$ cat config.mk
export PLATFORM = sky130hd
export DESIGN_NAME = fir_reg_bank
export DESIGN_NICKNAME = d
export VERILOG_FILES = /design/src/rtl/fir_reg_bank.sv
export SDC_FILE = /design/constraint.sdc
export NUM_CORES = 1
export LEC_CHECK = 0
export BUFFER_PORTS_ARGS = -buffer_cell sky130_fd_sc_hd__buf_2
export CORE_MARGIN = 4
export CORE_UTILIZATION = 52
export CTS_CLUSTER_SIZE = 10
export DETAILED_ROUTE_END_ITERATION = 16
export PLACE_DENSITY = 0.82
export SKIP_LAST_GASP = 1
export SLEW_MARGIN = 5
export SYNTH_ARGS = -nofsm -noshare
export SYNTH_HDL_FRONTEND = slang
export SYNTH_SLANG_ARGS = --single-unit
$ cat constraint.sdc
create_clock -name clk_b -period 2 [get_ports clk_b]
set_clock_uncertainty 0.15 [all_clocks]
set_input_delay 0.1 -clock clk_b [delete_from_list [all_inputs] [get_ports clk_b]]
set_output_delay 0.1 -clock clk_b [all_outputs]
set_load 0.05 [all_outputs]
$ cat src/rtl/fir_reg_bank.sv
// FIR control register bank with address decode, coefficient-RAM routing,
// validated start pulse, busy lockout, sticky status and interrupt output.
// Everything runs on clk_b with a synchronous active-low reset.
module fir_reg_bank #(
   parameter int ADDR_W   = 6,
   parameter int DATA_W   = 16,
   parameter int RAM_AW   = 5,
   parameter int MAX_WSP  = 32,
   parameter int PROBKI_W = 14
) (
   input  logic                             clk_b,
   input  logic                             rst_n,
   input  logic [ADDR_W-1:0]                CDC_A,
   input  logic [DATA_W-1:0]                CDC_data,
   input  logic                             CDC_wr,
   input  logic                             CDC_rd,
   input  logic [DATA_W-1:0]                ram_rdata,
   output logic [RAM_AW-1:0]                address_RAM,
   output logic                             wr_RAM,
   input  logic                             Pracuje,
   input  logic                             DONE,
   output logic                             Start,
   output logic [$clog2(MAX_WSP+1)-1:0]     Ile_wsp,
   output logic [PROBKI_W-1:0]              Ile_probek,
   output logic                             irq,
   output logic [DATA_W-1:0]                data_back,
   output logic                             rd_valid
);

   localparam int WSP_W  = $clog2(MAX_WSP + 1);
   localparam int N_REGS = 8;

   localparam int IDX_CTRL    = 0;
   localparam int IDX_STATUS  = 1;
   localparam int IDX_IRQ_EN  = 2;
   localparam int IDX_WSP     = 3;
   localparam int IDX_PROBEK  = 4;
   localparam int IDX_SCRATCH = 5;

   // Address decode
   logic              is_reg;
   logic [2:0]        reg_idx;
   logic              rd_req;
   logic [N_REGS-1:0] reg_wr;

   // Architectural state
   logic [WSP_W-1:0]    wsp_reg;
   logic [PROBKI_W-1:0] probek_reg;
   logic [1:0]          irq_en_reg;
   logic [DATA_W-1:0]   scratch_reg;
   logic                done_sticky_reg, done_sticky_next;
   logic                err_sticky_reg, err_sticky_next;
   logic                start_reg;
   logic                irq_reg;

   // Readback pipeline
   logic              rd_valid_reg;
   logic              rd_ram_reg;
   logic [DATA_W-1:0] rd_data_reg;
   logic [DATA_W-1:0] hold_reg;
   logic [DATA_W-1:0] rd_value;
   logic [DATA_W-1:0] data_back_next;

   // Start / error qualification
   logic start_req;
   logic cfg_ok;
   logic start_ok;
   logic err_set;
   logic err_clr;
   logic done_clr;

   assign is_reg  = CDC_A[ADDR_W-1];
   assign reg_idx = CDC_A[2:0];
   // A simultaneous write takes precedence over a read.
   assign rd_req  = CDC_rd & ~CDC_wr;

   // One write-select line per register index.
   genvar gi;
   generate
      for (gi = 0; gi < N_REGS; gi++) begin : g_reg_wr
         assign reg_wr[gi] = CDC_wr & is_reg & (reg_idx == 3'(gi));
      end
   endgenerate

   // Coefficient RAM gets the low address bits directly; upper bits alias.
   assign address_RAM = CDC_A[RAM_AW-1:0];
   assign wr_RAM      = CDC_wr & ~is_reg & ~Pracuje;

   // Start validation and sticky-bit next state, from pre-write register values.
   always_comb begin
      start_req = reg_wr[IDX_CTRL] & CDC_data[0];
      cfg_ok    = ~Pracuje
                  & (wsp_reg != '0)
                  & (wsp_reg <= WSP_W'(MAX_WSP))
                  & (probek_reg != '0);
      start_ok  = start_req & cfg_ok;

      err_set   = (start_req & ~cfg_ok)
                  | (Pracuje & (reg_wr[IDX_WSP] | reg_wr[IDX_PROBEK] | (CDC_wr & ~is_reg)));
      err_clr   = (reg_wr[IDX_CTRL] & CDC_data[1]) | (reg_wr[IDX_STATUS] & CDC_data[2]);
      done_clr  = (reg_wr[IDX_CTRL] & CDC_data[1]) | (reg_wr[IDX_STATUS] & CDC_data[1]);

      // Set beats clear; a fresh run supersedes even a coincident DONE.
      err_sticky_next = err_set | (err_sticky_reg & ~err_clr);
      if (start_ok) begin
         done_sticky_next = 1'b0;
      end else begin
         done_sticky_next = DONE | (done_sticky_reg & ~done_clr);
      end
   end

   // Register-region read mux; RAM-region data is taken from ram_rdata later.
   always_comb begin
      rd_value = '0;
      case (reg_idx)
         3'd1:    rd_value = DATA_W'({err_sticky_reg, done_sticky_reg, Pracuje});
         3'd2:    rd_value = DATA_W'(irq_en_reg);
         3'd3:    rd_value = DATA_W'(wsp_reg);
         3'd4:    rd_value = DATA_W'(probek_reg);
         3'd5:    rd_value = scratch_reg;
         default: rd_value = '0;
      endcase
   end

   // Present fresh read data in the valid cycle, otherwise hold the last value.
   always_comb begin
      data_back_next = hold_reg;
      if (rd_valid_reg) begin
         data_back_next = rd_ram_reg ? ram_rdata : rd_data_reg;
      end
   end

   // Configuration registers; counts are locked while the core is busy.
   always_ff @(posedge clk_b) begin
      if (!rst_n) begin
         wsp_reg     <= '0;
         probek_reg  <= '0;
         irq_en_reg  <= '0;
         scratch_reg <= '0;
      end else begin
         if (reg_wr[IDX_WSP] && !Pracuje)    wsp_reg     <= CDC_data[WSP_W-1:0];
         if (reg_wr[IDX_PROBEK] && !Pracuje) probek_reg  <= CDC_data[PROBKI_W-1:0];
         if (reg_wr[IDX_IRQ_EN])             irq_en_reg  <= CDC_data[1:0];
         if (reg_wr[IDX_SCRATCH])            scratch_reg <= CDC_data;
      end
   end

   // Sticky status, start pulse and interrupt (irq lags the sticky bits by a cycle).
   always_ff @(posedge clk_b) begin
      if (!rst_n) begin
         done_sticky_reg <= 1'b0;
         err_sticky_reg  <= 1'b0;
         start_reg       <= 1'b0;
         irq_reg         <= 1'b0;
      end else begin
         done_sticky_reg <= done_sticky_next;
         err_sticky_reg  <= err_sticky_next;
         start_reg       <= start_ok;
         irq_reg         <= (done_sticky_reg & irq_en_reg[0]) | (err_sticky_reg & irq_en_reg[1]);
      end
   end

   // Readback pipeline: capture region and register value on the read cycle.
   always_ff @(posedge clk_b) begin
      if (!rst_n) begin
         rd_valid_reg <= 1'b0;
         rd_ram_reg   <= 1'b0;
         rd_data_reg  <= '0;
         hold_reg     <= '0;
      end else begin
         rd_valid_reg <= rd_req;
         if (rd_req) begin
            rd_ram_reg  <= ~is_reg;
            rd_data_reg <= rd_value;
         end
         if (rd_valid_reg) begin
            hold_reg <= data_back_next;
         end
      end
   end

   assign Start      = start_reg;
   assign Ile_wsp    = wsp_reg;
   assign Ile_probek = probek_reg;
   assign irq        = irq_reg;
   assign rd_valid   = rd_valid_reg;
   assign data_back  = data_back_next;

endmodule

==> impl_metrics.csv <==
group,metric,value,unit
synthesis,synth_seq_cells,76,
place,dp_hpwl,5852,µm
final_layout,drive_gt1_frac,0.2983,
grt,grtUsageTotal,0.2215,
critical_path,cp_slowest_cell,"dlygate4sd3_1",
floorplanning,start_util,0.5462,
place,globalplace.congestion,0.8247,
final_layout,final_common_cell,"buf_2",
pwr,power_density,786.6,nW/µm²
final_layout,final_cell_mix,"buf_2, dfxtp_1, nor2_1",
clock_network,clkSlewWorstSetupHoldPaths,80,ps
route,vias,2930,
grt,grt_pass1_vias,2814,
critical_path,crit_type,"primary input to flip-flop",
clock_network,htreeDepth,3,
route,routed_wirelength,8223,µm
clock_network,cts-buffers-inserted,9,
critical_path,path_max_fanout,17,
sta,worstMarginPinSlew,566.4,ps
clock_network,root_buffer,"clkbuf_8",
floorplanning,io_pins,89,
synthesis,syn-cell-area,3311,µm²
grt,grt_pass1_wl,13450,µm
sta,fin_crit_sh,0.9687,
grt,grt_antenna_before_repair,0,
route,first_iter_violations,151,
sta,setup_slack,62.62,ps
route,wire_per_inst,15.20,µm
critical_path,path_cells,"dlygate4sd3_1, buf_2, buf_4, mux2_2, a22oi_1, o22a_1, a21oi_1",
clock_network,clk_latency,340,ps
sta,timing.slew.headroom,0.6171,
route,drtAntennaViolNets,0,
synthesis,ys_types,38,
synthesis,yosysWarnings,0,
final_layout,finalNetCount,505,
route,firstDrtPassIters,4,
grt,grt_max_degree,39,
synthesis,seq_area_frac_synth,0.4596,
sta,rsz0062_at_grt,"false",
sta,report.final.slew_viol_count,0,
synthesis,syn_area_per_cell,8.996,µm²
route,wirelength_met1,3777,µm
pwr,ir_drop,0.6920,mV
floorplanning,die_h,87.79,µm
synthesis,synth_fp_nets,412,
critical_path,critPathMaxStageDelay,550,ps
route,dr_wl_met2,3745,µm
final_layout,antenna_cells,0,
outcome,status,"finished, final reports clean",
clock_network,cts_sinks,76,
critical_path,cp.arrival,1990,ps
route,drcViolationCount,0,
pwr,leakage,1.826,nW
grt,grt_remaining_overflow,0,
clock_network,post_cts_buffers,0,
critical_path,required,2050,ps
flow_run,cap_violations,0,
sta,tns,0,ps
sta,clock.fmax,516.2,MHz
route,viasPerCell,5.416,
final_layout,syn_to_final_growth,27.32,%
route,dr_wl_met3,457,µm
synthesis,synthCells,368,
clock_network,cts_tree,"yes",
critical_path,cp-end-kind,"flip-flop",
floorplanning,die_w,87.79,µm
critical_path,cp-start-kind,"primary input",
worst_hold_path,hold_class,"primary input to flip-flop",
final_layout,fin_util,0.6955,
sta,hold_violations,0,
route,topRoutingLayerUsed,"met4",
pwr,p_total,0.003316,W
clock_network,cts_buffer_depth,2,
floorplanning,dieArea,7707,µm²
place,port_buffers,84,
floorplanning,core-area,6061,µm²
place,pre_cts_slack,300.3,ps
floorplanning,rows,28,
sta,setup-violations-final,0,
sta,period_needed,1937,ps
## cells by family (layout without fill, tap and decap cells)
| logic type | after synthesis | count (layout) | share of synthesized area |
|---|---|---|---|
| mux | 55 | 55 | 0.1708 |
| compound gates | 69 | 69 | 0.1296 |
| flops | 76 | 76 | 0.4596 |
| buf+inv | 34 | 132 | 0.05140 |
| simple gates | 134 | 134 | 0.1886 |
## per-stage QoR
step | hold WS, ps | std cells | instance area [µm²]
after CTS | 24.41 | 541 | 4215
after global routing | 37.41 | 541 | 4215
final | 29.67 | 541 | 4215
after floorplan | 45.81 | 368 | 3363
after global placement | 50.34 | 506 | 3797
after detailed placement | 50.34 | 506 | 3797
## power by group
part	internal (W)	switching, W	total (W)
sequential	0.00154	0.0000151	0.00156
clock	0.000775	0.000534	0.00131
combinational	0.000157	0.000289	0.000447
total	0.00248	0.000839	0.00332
## path summary, 6_finish.rpt
path | startpoint | endpoint | slack [ps] | cells after the start
hold reg to reg | scratch_reg[8] | scratch_reg[8] | 310 | 2
setup / recovery | CDC_A[0] | rd_data_reg[0] | 60 | 7
hold / removal | CDC_wr | err_sticky_reg | 30 | 3
setup reg to reg | Ile_wsp[1] | done_sticky_reg | 280 | 4
## repair_timing
item                       CTS  global route
setup endpoints to repair    0             0
resized for setup            0             0
hold buffers                19             0
hold endpoints to repair    42             0
## cells in the mapped netlist
master	n	area (µm²)
nand2b_1	2	12.51
nor2b_1	3	18.77
and3b_1	1	8.760
clkbuf_1	18	67.56
and2_1	16	100.1
nor2_1	55	206.5
dfxtp_1	76	1521
nor3b_1	1	7.510
nor3_1	2	10.01
nand4_1	2	12.51
or3_1	2	12.51
a41oi_1	1	8.760
mux2_2	12	135.1
or4_1	2	15.01
nor4b_1	1	8.760
a211oi_1	2	15.01
nor4_1	3	18.77
o2bb2ai_1	4	35.03
o21ai_0	4	20.02
nand3_1	2	10.01
buf_4	5	37.54
inv_1	2	7.510
nor4bb_1	1	10.01
nor3_2	2	20.02
a22oi_1	14	105.1
a21boi_0	1	7.510
mux2i_1	43	430.4
o221a_2	1	11.26
a32oi_1	1	8.760
a21oi_1	36	180.2
buf_2	7	35.03
o211ai_1	1	7.510
nand2_1	37	138.9
a31oi_1	2	12.51
nand3b_1	1	7.510
o22a_1	2	17.52
buf_6	2	22.52
nand2_2	1	6.260
## worst max-delay path: cells and delay by family
| kind | cells | cell delay [ps] |
|---|---|---|
| buf+inv | 3 | 1090 |
| compound gates | 3 | 400 |
| mux | 1 | 380 |
## layout make-up
type	instances	area [µm²]
inverter	2	7.507
tap	75	93.84
clock buffer	13	158.9
timing repair buffer	114	693.2
multi-input combinational	258	1672
clock inverter	3	68.82
fill	479	1846
sequential	76	1521
## layer usage
layer	GRT usage	up-vias
met5	0	-
met4	0.1102	0
met3	0.04233	23
met2	0.3459	101
met1	0.2926	1335
li1	-	1471
Note: power is estimated with default switching activity, not from simulation.
